<file path="config.mk">
export PLATFORM = sky130hd
export DESIGN_NAME = xor_parity_serializer
export DESIGN_NICKNAME = d
export VERILOG_FILES = /design/src/rtl/xor_parity_serializer_pkg.sv /design/src/rtl/xor_parity_serializer_parity_acc.sv /design/src/rtl/xor_parity_serializer.sv
export SDC_FILE = /design/constraint.sdc
export NUM_CORES = 1
export LEC_CHECK = 0
export CAP_MARGIN = 10
export CORE_MARGIN = 5
export CORE_UTILIZATION = 35
export CTS_CLUSTER_DIAMETER = 80
export DETAILED_ROUTE_END_ITERATION = 10
export PLACE_DENSITY = 0.62
export SETUP_SLACK_MARGIN = 0.15
export SLEW_MARGIN = 20
export SYNTH_ARGS = -nofsm -noshare
export SYNTH_HDL_FRONTEND = slang
export SYNTH_SLANG_ARGS = --single-unit
</file>
<file path="constraint.sdc">
create_clock -name clk -period 1.45 [get_ports clk]
set_input_delay 0.29 -clock clk [delete_from_list [all_inputs] [get_ports clk]]
set_output_delay 0.29 -clock clk [all_outputs]
set_load 0.01 [all_outputs]
</file>
<file path="src/rtl/xor_parity_serializer_pkg.sv">
// rtl/xor_parity_serializer_pkg.sv - shared state encoding and parity-sense constants
package xor_parity_serializer_pkg;

  typedef enum logic [1:0] {
    S_IDLE  = 2'd0,
    S_SHIFT = 2'd1,
    S_PAR   = 2'd2
  } state_t;

  localparam logic PARITY_EVEN = 1'b0;
  localparam logic PARITY_ODD  = 1'b1;

endpackage

</file>
<file path="src/rtl/xor_parity_serializer_parity_acc.sv">
// rtl/xor_parity_serializer_parity_acc.sv - 1-bit XOR accumulator, also used by the downstream checker
module parity_acc (
  input  logic clk,
  input  logic rst,
  input  logic clr,
  input  logic init,
  input  logic en,
  input  logic d,
  output logic q
);

  // clr wins over en so a word start always seeds from init
  always_ff @(posedge clk) begin
    if (rst)      q <= 1'b0;
    else if (clr) q <= init;
    else if (en)  q <= q ^ d;
  end

endmodule

</file>
<file path="src/rtl/xor_parity_serializer.sv">
// rtl/xor_parity_serializer.sv - LSB-first word serialiser with appended parity bit
module xor_parity_serializer
  import xor_parity_serializer_pkg::*;
#(
  parameter int   WIDTH = 8,
  parameter logic ODD   = PARITY_EVEN
) (
  input  logic             clk,
  input  logic             rst,
  input  logic             in_valid,
  output logic             in_ready,
  input  logic [WIDTH-1:0] in_data,
  output logic             bit_out,
  output logic             bit_valid,
  output logic             bit_is_par,
  output logic             parity,
  output logic             done
);

  localparam int             CW       = $clog2(WIDTH + 1);
  localparam logic [CW-1:0]  CNT_LAST = CW'(WIDTH - 1);
  localparam logic [CW-1:0]  CNT_MAX  = CW'(WIDTH);

  state_t           state;
  state_t           state_next;
  logic [WIDTH-1:0] sr;
  logic [CW-1:0]    cnt;
  logic             acc_q;
  logic             accept;
  logic             shifting;
  logic             finishing;
  logic             illegal;

  always_ff @(posedge clk) begin
    if (rst) state <= S_IDLE;
    else     state <= state_next;
  end

  always_comb begin
    state_next = S_IDLE;
    case (state)
      S_IDLE:  state_next = accept ? S_SHIFT : S_IDLE;
      S_SHIFT: state_next = (cnt == CNT_LAST) ? S_PAR : S_SHIFT;
      S_PAR:   state_next = S_IDLE;
      default: state_next = S_IDLE;
    endcase
  end

  always_comb begin
    accept    = 1'b0;
    shifting  = 1'b0;
    finishing = 1'b0;
    illegal   = 1'b0;
    case (state)
      S_IDLE:  accept    = in_valid & in_ready;
      S_SHIFT: shifting  = 1'b1;
      S_PAR:   finishing = 1'b1;
      default: illegal   = 1'b1;
    endcase
  end

  // An unreachable encoding is treated exactly like reset for one edge
  always_ff @(posedge clk) begin
    if (rst || illegal) begin
      sr         <= '0;
      cnt        <= '0;
      in_ready   <= 1'b1;
      bit_out    <= 1'b0;
      bit_valid  <= 1'b0;
      bit_is_par <= 1'b0;
      parity     <= 1'b0;
      done       <= 1'b0;
    end else if (accept) begin
      sr         <= in_data;
      cnt        <= '0;
      in_ready   <= 1'b0;
      bit_valid  <= 1'b0;
      bit_is_par <= 1'b0;
      done       <= 1'b0;
    end else if (shifting) begin
      bit_out    <= sr[0];
      bit_valid  <= 1'b1;
      sr         <= sr >> 1;
      if (cnt != CNT_MAX) cnt <= cnt + 1'b1;
    end else if (finishing) begin
      bit_out    <= acc_q;
      bit_is_par <= 1'b1;
      done       <= 1'b1;
      parity     <= acc_q;
      in_ready   <= 1'b1;
    end else begin
      bit_valid  <= 1'b0;
      bit_is_par <= 1'b0;
      done       <= 1'b0;
    end
  end

  parity_acc u_acc (
    .clk  (clk),
    .rst  (rst | illegal),
    .clr  (accept),
    .init (ODD),
    .en   (shifting),
    .d    (sr[0]),
    .q    (acc_q)
  );

endmodule

</file>
# Word-level counts from Yosys, hierarchy flattened
# Cells that the tools add are included.
# totals
out_inout_bits	6
input_bits	11
reg_bits	20
wordCells	50
# op_classes
eq_ne	6
addsub	1
bitwise	5
reduce_logical	12
muxes	17
# ops
op	count
$mux 8	2
$mux 1	13
$reduce_and 2->1	3
$reduce_bool 2->1	3
$add 4x1->4 const B	1
$eq 4x3->1 const B	1
$ne 2x2->1 const B	2
$ne 4x4->1 const B	1
$pmux 2 s2	1
$reduce_or 2->1	2
$reduce_and 3->1	1
$reduce_or 3->1	1
$eq 2x1->1 const B	1
$eq 2x2->1 const B	1
$logic_not 2->1	1
$mux 2	1
$not 1->1	2
$and 1x1->1	1
$logic_or 1x1->1	1
$or 1x1->1	1
$xor 1x1->1	1

# Longest topological paths before layout
# Gate-level depths: netlist (run 1).
# depth
ltp_word	5
ltp_mapped	7
ltp_nobuf	5

# Cells and area by module
# Synthesis (run 1) repeated with hierarchy kept, for this count alone.
# hier_totals
hier_cells	104
hier_area_um2	989.7
# by_module_without_submodules
module	seq_area_each_um2	area_each_um2	cells_each	n_inst
xor_parity_serializer	380.4	933.4	99	1
parity_acc	20.0	56.3	5	1

# Worst setup path before layout (run 1)
# No wires, ideal clock.
# synth_timing
path_kind	register to register
start	register state[1]
end	register sr[1]
arrival_ps	1181
setup_slack_ps	190
path_stages_with_launch	7
t_required_ps	1371
period_less_slack_ps	1260
path_buffers	2
setup_ps	79
cell_sequence	dfxtp_1 > inv_1 > ha_1 > buf_6 > buf_12 > mux2i_1 > a211oi_2
# synth_via
word_cells_on_any_way	10
cone_classes	2 x eq/ne; 4 x mux; 4 x reduce/logical
# synth_rtl
item	line_no	source
start: declaration	xor_parity_serializer.sv:24	state_t state;
start signal: assignment	xor_parity_serializer.sv:36	else state <= state_next;
$eq 2x1->1	xor_parity_serializer.sv:54	case (state)
$mux 1	xor_parity_serializer.sv:54	
named net shifting	xor_parity_serializer.sv:30	logic shifting;
$reduce_bool 2->1 (no line)	-	
end signal: assignment	xor_parity_serializer.sv:74	sr <= in_data;
end signal: assignment	xor_parity_serializer.sv:83	sr <= sr >> 1;
end: declaration	xor_parity_serializer.sv:26	logic [WIDTH-1:0] sr;
# The timed path passes the listed nets, and every way through them passes these cells.
# A chain may end at the register's enable or synchronous reset.

# Final worst setup path (run 1)
# layout_timing
start	register state[1]
end	register sr[6]
# layout_via
elab_chain_len	4
word_cells_on_any_way	10
cone_classes	2 x eq/ne; 4 x mux; 4 x reduce/logical
# layout_lines
item	line_no	source
$eq 2x2->1, or another cell as far along	xor_parity_serializer.sv:54	
$reduce_or 3->1 (no line)	-	
$mux 1	xor_parity_serializer.sv:54	
$logic_or 1x1->1	xor_parity_serializer.sv:64	if (rst || illegal) begin
# Parallel ways exist; a longest one is shown, timed or not.

==> impl_metrics.sql, run 1 <==
INSERT INTO impl_metrics (metric_group, metric, value, unit) VALUES
('status', 'run_status', 'finished, final reports clean', ''),
('clocking', 'clk_pin_slew', '0.11', 'ns'),
('critical_path', 'worst-path-max-fanout', '9', ''),
('die', 'die_span_in_y', '62.8', 'um'),
('global_routing', 'grt-ovfl-total', '0', ''),
('yosys', 'post_synth_and_or_nand_nor_area_fraction', '16.5', '%'),
('clocking', 'tritoncts.num_buffers', '3', ''),
('critical_path', 'critPathRequiredTime', '1.66', 'ns'),
('sta', 'finalCritPeriodShare', '86.8', '%'),
('yosys', 'synth-warning-count', '0', ''),
('critical_path', 'slowest_stage', 'dfxtp_1', ''),
('yosys', 'synth_area', '976', 'sq um'),
('route', 'detail_route.drc_violations', '0', ''),
('yosys', 'post_synth_num_cell_types', '27', ''),
('layout', 'num-nets-final', '145', ''),
('route', 'vias', '780', ''),
('sta', 'final_max_slew_viol_count', '0', ''),
('yosys', 'synth_seq_cells', '20', ''),
('clocking', 'number_of_h_tree_levels', '1', ''),
('layout', 'antennaDiodeCount', '0', ''),
('clocking', 'cts_sinks', '20', ''),
('sta', 'grt_setup_unrepaired', 'yes', ''),
('layout', 'layout-drive-gt1-share', '23.4', '%'),
('hold_path', 'timing.hold.worst.class', 'register to register', ''),
('sta', 'setup_tns', '0', 'ns'),
('yosys', 'yosys.area_share.adder', '10.3', '%'),
('route', 'starting_drc_count_in_detailed_routing', '6', ''),
('yosys', 'muxShareOfSynthArea', '10.3', '%'),
('yosys', 'top_cell_type_s_share_of_synthesized_area', '41.0', '%'),
('yosys', 'synthXorXnorAreaFrac', '1.79', '%'),
('placement', 'io_buffers', '16', ''),
('critical_path', 'worstPathCellList', 'buf_4, ha_1, or2_4, a211oi_1', ''),
('route', 'avgRoutedWirePerCell', '12.7', 'um'),
('sta', 'clock.fmax', '0.794', 'GHz'),
('yosys', 'syn_nets', '120', ''),
('critical_path', 'cp-end-kind', 'register', ''),
('route', 'wl_final', '1.97', 'mm'),
('placement', 'finalWeightedCongestion', '0.735', ''),
('die', 'placementRows', '19', ''),
('die', 'initial_utilization', '36.0', '%'),
('die', 'io_pins', '17', ''),
('global_routing', 'grt_usage', '11.3', '%'),
('yosys', 'syn_inst', '101', ''),
('clocking', 'cts_root_buffer', 'clkbuf_4', ''),
('critical_path', 'cp_peak_stage_delay', '0.34', 'ns'),
('run', 'max_cap_viol_count', '0', ''),
('yosys', 'synth_top_flop_cell', 'dfxtp_1', ''),
('layout', 'seqCellArea', '410', 'sq um'),
('sta', 'layout_setup_ws', '0.191', 'ns'),
('critical_path', 'setup.worst_path.start_class', 'register', ''),
('pwr', 'ir_drop', '0.000440', 'V'),
('yosys', 'synth_area_per_cell', '9.66', 'sq um'),
('critical_path', 'cp_bufs_invs', '1', ''),
('global_routing', 'grt_max_degree', '11', ''),
('yosys', 'number_of_enable_flip_flop_cells_after_synthesis', '0', ''),
('critical_path', 'crit_type', 'register to register', ''),
('sta', 'finalSetupViolations', '0', ''),
('yosys', 'synth_top_cells_by_count', '20 x dfxtp_1, 14 x nor2_1, 10 x mux2i_1, 8 x ha_1, 7 x nand2_1', ''),
('sta', 'fin_worst_skew', '0.00784', 'ns'),
('global_routing', 'grt_pass1_vias', '766', ''),
('placement', 'dpl_worst_slack', '0.00439', 'ns'),
('critical_path', 'cp_top_family', 'flip-flops', ''),
('yosys', 'synth_top_family_by_area', 'simple AND/OR/NAND/NOR gates', ''),
('die', 'width_of_the_chip', '62.8', 'um'),
('clocking', 'cts_tree', 'built', ''),
('yosys', 'synth_sequential_area_ratio', '41.0', '%'),
('pwr', 'power.static_leakage', '0.509', 'nW'),
('sta', 'finalCriticalPeriod', '1.26', 'ns'),
('die', 'design.core.area', '0.00271', 'sq mm'),
('global_routing', 'first_pass_grt_wire_length', '3.53', 'mm'),
('global_routing', 'antenna_found_initial', '0', '');
layer usage:
metal	up-vias	global-route usage [%]	routed length (um)
met5	-	0	0
met4	0	6.63	35
met3	4	3.60	69
met2	7	17.6	984
met1	372	13.4	885
li1	397	-	-
cells in the final DEF (no fill, tap or decap), drive strengths merged:
cell type      instances
ha                     8
nor2                  14
a31oi                  1
mux2i                 10
a211o                  1
clkdlybuf4s50         10
a21oi                  5
nand3                  4
clkdlybuf4s15          1
or2                    1
dfxtp                 20
nand4                  2
a211oi                 7
nand3b                 2
nor2b                  1
nand4b                 1
xor2                   2
dlygate4sd2            5
o22ai                  1
and3b                  1
buf                    9
inv                    5
clkbuf                 3
nand2                  7
o21ai                  3
registers in the layout (all words and copies together), names as in the netlist:
| signal | count |
|---|---|
| cnt | 4 |
| in_ready | 1 |
| bit_out | 1 |
| sr | 8 |
| state | 2 |
| u_acc.q | 1 |
| done | 1 |
| bit_valid | 1 |
| parity | 1 |
tightest hold or removal path: cells and delay by family (launching register included):
kind	cells	cell delay [ns]
compound gates	1	0.06
flops	1	0.32
simple gates	1	0.07
cells by family (layout without fill, tap and decap cells):
logic type / after synthesis / after routing
simple gates: 33 / 33
mux: 10 / 10
xor+xnor: 2 / 2
buf+inv: 10 / 33
flops: 20 / 20
fa+ha+maj: 8 / 8
compound gates: 18 / 18
power breakdown:
| part | internal, mW | switching (mW) |
|---|---|---|
| Clock | 0.0967 | 0.162 |
| Combinational | 0.155 | 0.123 |
| Sequential | 0.591 | 0.0298 |
path summary, 6_finish.rpt:
kind | start | end | slack (ns) | cells after the start
setup / recovery | state[1] | sr[6] | 0.19 | 4
hold / removal | sr[7] | sr[7] | 0.49 | 2
setup reg to reg | state[1] | sr[6] | 0.19 | 4
hold reg to reg | sr[7] | sr[7] | 0.49 | 2
timing repair:
item / CTS / global route
resized for setup: 19 / 12
setup buffers: 1 / 1
setup endpoints to repair: 20 / 16
hold buffers: 0 / 0
pin swaps: 1 / 2
cloned: 1 / 0
cell type report:
cell class | count | area share [%]
inverter | 5 | 1.62
multi-input combinational | 71 | 42.5
timing repair buffer | 25 | 19.9
clock buffer | 3 | 1.72
tap | 31 | 2.96
sequential | 20 | 31.3
metrics by stage:
stage | power (mW) | utilization [%] | hold slack (ns)
6_report | 1.16 | 48.4 | 0.488
2_1_floorplan | 0.770 | - | 0.359
4_1_cts | 1.16 | 47.2 | 0.493
3_3_place_gp | 0.842 | 43.4 | 0.473
3_5_place_dp | 0.849 | 43.4 | 0.477
5_1_grt | 1.24 | 48.4 | 0.528
Power figures use the tool's default switching activity.
==> inputs of run 2 (changes only) <==
- ABC_CLOCK_PERIOD_IN_PS: unset -> 1450
- CAP_MARGIN: 10 -> unset
- CORE_ASPECT_RATIO: unset -> 1.4
==> run 2 against run 1 <==
  * First-iteration DRC count grew 130%
  * Worst hold slack improved by 0.0097 ns
  * Sequential power about the same
  * Power increased by 15%
==> impl_metrics.sql, run 2 (synthesis gave the netlist of run 1 again) <==
INSERT INTO impl_metrics (metric_group, metric, value, unit) VALUES
('layout', 'layout.core_utilization', '49.5', '%'),
('die', 'placementRows', '22', ''),
('clocking', 'cts_root_buffer', 'clkbuf_4', ''),
('layout', 'area_added_between_synthesis_and_finish', '34.1', '%'),
('global_routing', 'grt_max_degree', '13', ''),
('layout', 'final_cell_count_no_fill', '161', ''),
('pwr', 'power_per_cell_area', '1010', 'mW/mm^2'),
('pwr', 'ir_drop', '0.000569', 'V'),
('route', 'drt_pre_antenna_iters', '4', ''),
('placement', 'io_buffers', '16', ''),
('global_routing', 'grt_pass1_vias', '806', ''),
('sta', 'final_max_slew_viol_count', '0', ''),
('route', 'vias', '778', ''),
('global_routing', 'first_pass_grt_wire_length', '3.28', 'mm'),
('critical_path', 'critPathRequiredTime', '1.68', 'ns'),
('die', 'initial_utilization', '36.9', '%'),
('clocking', 'cts_buffer_depth', '2', ''),
('sta', 'clock.fmax', '0.795', 'GHz'),
('layout', 'top_regs', 'sr x8, cnt x4, state x2', ''),
('sta', 'setup_tns', '0', 'ns'),
('clocking', 'tritoncts.num_buffers', '3', ''),
('layout', 'final_common_cell', 'dfxtp_1', ''),
('clocking', 'number_of_h_tree_levels', '1', ''),
('sta', 'finalCritPeriodShare', '86.8', '%'),
('layout', 'final_design_area_no_fill', '0.00131', 'sq mm'),
('sta', 'layout_setup_ws', '0.192', 'ns'),
('sta', 'tightest_slew', '0.211', 'ns'),
('die', 'design.core.area', '0.00264', 'sq mm'),
('route', 'starting_drc_count_in_detailed_routing', '14', ''),
('critical_path', 'crit_type', 'register to register', ''),
('sta', 'normalized_max_slew_margin', '85.9', '%'),
('placement', 'finalWeightedCongestion', '0.793', ''),
('layout', 'flip_flop_count_of_the_largest_register_after_layout', '8', ''),
('run', 'max_cap_viol_count', '0', ''),
('layout', 'layout_common_cells', '17 x dfxtp_1, 13 x nor2_1, 10 x clkdlybuf4s50_1', ''),
('global_routing', 'grt-ovfl-total', '0', ''),
('clocking', 'hold_bufs_at_cts', '0', ''),
('pwr', 'design_power_total', '1.33', 'mW'),
('status', 'run_status', 'finished, final reports clean', ''),
('layout', 'top_register', 'sr', ''),
('die', 'io_pins', '17', ''),
('critical_path', 'arrival', '1.49', 'ns'),
('sta', 'grt_setup_unrepaired', 'no', ''),
('hold_path', 'timing.hold.worst.class', 'register to register', ''),
('sta', 'report.final.hold_viol_count', '0', ''),
('die', 'die_footprint', '0.00396', 'sq mm'),
('route', 'detail_route.drc_violations', '0', ''),
('global_routing', 'grt_usage', '11.1', '%'),
('clocking', 'clkLatencyLatePin', '0.30', 'ns'),
('route', 'avgRoutedWirePerCell', '12.5', 'um'),
('critical_path', 'cp-end-kind', 'register', ''),
('placement', 'placedInstanceArea', '0.00116', 'sq mm'),
('route', 'wl_final', '2.01', 'mm'),
('pwr', 'power.static_leakage', '0.507', 'nW'),
('clocking', 'cts_sinks', '20', ''),
('route', 'remaining_antenna_violation_count', '0', ''),
('layout', 'layout-drive-gt1-share', '25.6', '%'),
('layout', 'num-nets-final', '145', ''),
('sta', 'final.hold.worst_slack', '0.498', 'ns'),
('critical_path', 'setup.worst_path.start_class', 'register', ''),
('global_routing', 'antenna_found_initial', '0', ''),
('route', 'route.detailed.vias_per_inst', '4.83', ''),
('layout', 'antennaDiodeCount', '0', ''),
('sta', 'finalCriticalPeriod', '1.26', 'ns'),
('critical_path', 'worst-path-max-fanout', '4', ''),
('layout', 'nFillCells', '278', ''),
('placement', 'dp_hpwl', '1.48', 'mm'),
('placement', 'dpl_worst_slack', '-0.0174', 'ns'),
('clocking', 'clk_pin_slew', '0.12', 'ns'),
('die', 'die_span_in_y', '72.5', 'um'),
('clocking', 'cts_tree', 'built', ''),
('sta', 'fin_worst_skew', '0.00900', 'ns'),
('die', 'width_of_the_chip', '54.6', 'um'),
('sta', 'finalSetupViolations', '0', ''),
('placement', 'post-place-cells', '153', '');
==> run 2: what timing repair did <==
action | CTS | global route
cloned | 1 | 1
resized for setup | 11 | 20
pin swaps | 0 | 3
buffers inserted | 0 | 2
endpoints found under the setup margin | 19 | 17
==> run 2: final cells by class <==
| class | instances | area, sq um | area share, % |
|---|---|---|---|
| Clock buffer | 3 | 22.5 | 1.72 |
| Sequential cell | 20 | 409 | 31.3 |
| Inverter | 5 | 18.8 | 1.43 |
| Timing Repair Buffer | 24 | 224 | 17.1 |
| Tap cell | 36 | 45.0 | 3.44 |
| Multi-Input combinational cell | 72 | 559 | 42.7 |
| Clock inverter | 1 | 30.0 | 2.29 |
==> run 2: path summary, 6_finish.rpt <==
| kind | from | to | slack (ns) | cells after the start |
|---|---|---|---|---|
| max reg2reg | state[1] | sr[3] | 0.19 | 4 |
| min reg2reg | sr[7] | sr[7] | 0.50 | 2 |
| max | state[1] | sr[3] | 0.19 | 4 |
| min | sr[7] | sr[7] | 0.50 | 2 |
==> run 2: worst max-delay path: stages, from the launching register on <==
cell and delay [ns]:
dfxtp_1 0.35, buf_4 0.14, ha_2 0.19, or2_2 0.34, a211oi_1 0.17
==> run 2: layer usage <==
layer	GRT usage (%)	up-vias	wire length (um)
li1	-	400	-
met1	11.6	360	845
met2	20.1	14	1040
met3	2.87	4	93
met4	4.16	0	31
met5	0	-	0
==> run 2: power by group <==
group,switching [mW],internal [mW]
combinational,0.119,0.133
clock,0.176,0.279
sequential,0.0293,0.591
==> inputs of run 3 (changes only) <==
- REMOVE_ABC_BUFFERS: unset -> 1
==> run 3 against run 2 <==
  * Clock skew down 0.0083 ns
  * Core utilization is 0.80 points lower
  * Via count is 1.4% lower
  * Critical path depth is 2 higher
  * Sequential cell count stayed put
  * Critical path type unchanged
  * Worst hold slack better by 0.0058 ns
  * Largest power group unchanged
==> impl_metrics.sql, run 3 (synthesis gave the netlist of run 1 again) <==
INSERT INTO impl_metrics (metric_group, metric, value, unit) VALUES
('die', 'die_span_in_y', '72.5', 'um'),
('route', 'detail_route.drc_violations', '0', ''),
('sta', 'grt_setup_unrepaired', 'yes', ''),
('die', 'io_pins', '17', ''),
('die', 'die_footprint', '0.00396', 'sq mm'),
('layout', 'num-nets-final', '143', ''),
('sta', 'final_max_slew_viol_count', '0', ''),
('layout', 'top_regs', 'sr x8, cnt x4, state x2', ''),
('global_routing', 'grt_pass1_vias', '737', ''),
('layout', 'layout_common_cells', '16 x dfxtp_1, 12 x nor2_1, 10 x mux2i_1, 10 x clkdlybuf4s50_1', ''),
('clocking', 'clkLatencyLatePin', '0.30', 'ns'),
('hold_path', 'timing.hold.worst.class', 'register to register', ''),
('global_routing', 'grt-ovfl-total', '0', ''),
('sta', 'fin_worst_skew', '0.000749', 'ns'),
('sta', 'finalSetupViolations', '0', ''),
('global_routing', 'first_pass_grt_wire_length', '3.13', 'mm'),
('critical_path', 'worst-path-max-fanout', '16', ''),
('clocking', 'cts_tree', 'built', ''),
('run', 'max_cap_viol_count', '0', ''),
('pwr', 'power_per_cell_area', '922', 'mW/mm^2'),
('die', 'placementRows', '22', ''),
('clocking', 'cts_root_buffer', 'clkbuf_4', ''),
('critical_path', 'worst_setup_path_startpoint', 'state[0]', ''),
('route', 'avgRoutedWirePerCell', '11.6', 'um'),
('route', 'drt_pre_antenna_iters', '3', ''),
('die', 'design.core.area', '0.00264', 'sq mm'),
('layout', 'layout-drive-gt1-share', '23.6', '%'),
('route', 'drt-met1-wl', '793', 'um'),
('critical_path', 'critPathRequiredTime', '1.65', 'ns'),
('sta', 'normalized_max_slew_margin', '82.7', '%'),
('die', 'width_of_the_chip', '54.6', 'um'),
('layout', 'area_added_between_synthesis_and_finish', '31.9', '%'),
('status', 'run_status', 'finished, final reports clean', ''),
('critical_path', 'arrival', '1.44', 'ns'),
('critical_path', 'r2r_start', 'state[0]', ''),
('layout', 'antennaDiodeCount', '0', ''),
('route', 'highest_layer', 'met4', ''),
('critical_path', 'setup.worst_path.end', 'sr[1]', ''),
('critical_path', 'cp-end-kind', 'register', ''),
('route', 'wl_final', '1.84', 'mm'),
('global_routing', 'antenna_found_initial', '0', ''),
('layout', 'flip_flop_count_of_the_largest_register_after_layout', '8', ''),
('placement', 'finalWeightedCongestion', '0.805', ''),
('clocking', 'number_of_h_tree_levels', '1', ''),
('global_routing', 'grt_max_degree', '17', ''),
('clocking', 'tritoncts.num_buffers', '3', ''),
('layout', 'final_design_area_no_fill', '0.00129', 'sq mm'),
('die', 'initial_utilization', '36.9', '%'),
('critical_path', 'reg2reg_depth', '6', ''),
('placement', 'dp_hpwl', '1.41', 'mm'),
('sta', 'finalCriticalPeriod', '1.24', 'ns'),
('pwr', 'power.static_leakage', '0.503', 'nW'),
('layout', 'top_register', 'sr', ''),
('layout', 'final_common_cell', 'dfxtp_1', ''),
('pwr', 'ir_drop', '0.000452', 'V'),
('route', 'route.detailed.vias_per_inst', '4.82', ''),
('sta', 'finalCritPeriodShare', '85.6', '%'),
('critical_path', 'setup.worst_path.start_class', 'register', ''),
('critical_path', 'worstReg2RegEnd', 'sr[1]', ''),
('clocking', 'cts_sinks', '20', ''),
('critical_path', 'r2r_setup_slack', '0.21', 'ns'),
('critical_path', 'crit_type', 'register to register', ''),
('route', 'met2_length', '942', 'um'),
('sta', 'clock.fmax', '0.806', 'GHz'),
('placement', 'io_buffers', '16', ''),
('placement', 'placedInstanceArea', '0.00120', 'sq mm'),
('global_routing', 'grt_usage', '10.7', '%'),
('pwr', 'design_power_total', '1.19', 'mW'),
('route', 'vias', '767', ''),
('route', 'remaining_antenna_violation_count', '0', ''),
('clocking', 'hold_bufs_at_cts', '0', ''),
('clocking', 'clk_pin_slew', '0.11', 'ns'),
('sta', 'tightest_slew', '0.258', 'ns'),
('route', 'wl_met3', '74', 'um'),
('sta', 'report.final.hold_viol_count', '0', ''),
('route', 'starting_drc_count_in_detailed_routing', '11', ''),
('clocking', 'cts_buffer_depth', '2', '');
-- run 3: cell count changes in the layout (fill, tap and decap cells not counted), sizes merged --
cell,delta
or2,-1
clkbuf,+1
bufinv,-1
buf,-1
-- run 3: power by group --
group / leakage, nW / total [mW] / internal, mW / switching [mW]
combinational: 0.317 / 0.253 / 0.137 / 0.117
clock: 0.0210 / 0.319 / 0.153 / 0.166
sequential: 0.165 / 0.614 / 0.589 / 0.0255
total: 0.503 / 1.19 / 0.879 / 0.308
-- run 3: worst max-delay path: stages (launching register included) --
cell and delay, ns:
dfxtp_4 0.36, inv_1 0.11, ha_2 0.20, nand3_2 0.12, buf_12 0.18, nor2_1 0.11, a211oi_2 0.05
-- run 3: timing repair --
action	4_1_cts	5_1_grt
buffers inserted	1	0
setup endpoints to repair	22	15
resized for setup	12	12
pin swaps	0	2
-- run 3: per-stage QoR --
stage          utilization, %  TNS, ns  hold WS [ns]  setup slack, ns  std cells
2_1_floorplan               -  -0.0640         0.359          -0.0640         96
3_3_place_gp             45.3        0         0.481           0.0477        154
3_5_place_dp             45.3        0         0.494           0.0335        154
4_1_cts                  47.3        0         0.516            0.152        159
5_1_grt                  48.7        0         0.541            0.140        159
6_report                 48.7        0         0.504            0.209        159
-- run 3: metal layers --
layer,vias to the layer above,track usage (%)
li1,391,-
met1,357,12.7
met2,14,17.4
met3,5,2.46
met4,0,4.99
met5,-,0
-- run 3: how the worst min path moves through the flow --
stage / startpoint / to / slack (ns) / depth (start not counted)
3_5_place_dp: parity / parity / 0.49 / 2
2_1_floorplan: rst / state[0] / 0.36 / 1
6_report: cnt[0] / cnt[0] / 0.50 / 2
3_3_place_gp: bit_valid / bit_valid / 0.48 / 2
5_1_grt: parity / parity / 0.54 / 2
4_1_cts: parity / parity / 0.52 / 2
-- run 3: final cells by class --
cell class / instances / area [sq um]
Fill cell: 273 / 1360
Multi-Input combinational cell: 71 / 547
Sequential cell: 20 / 410
Timing Repair Buffer: 23 / 230
Tap cell: 36 / 45.0
Clock buffer: 4 / 36.3
Inverter: 5 / 18.8
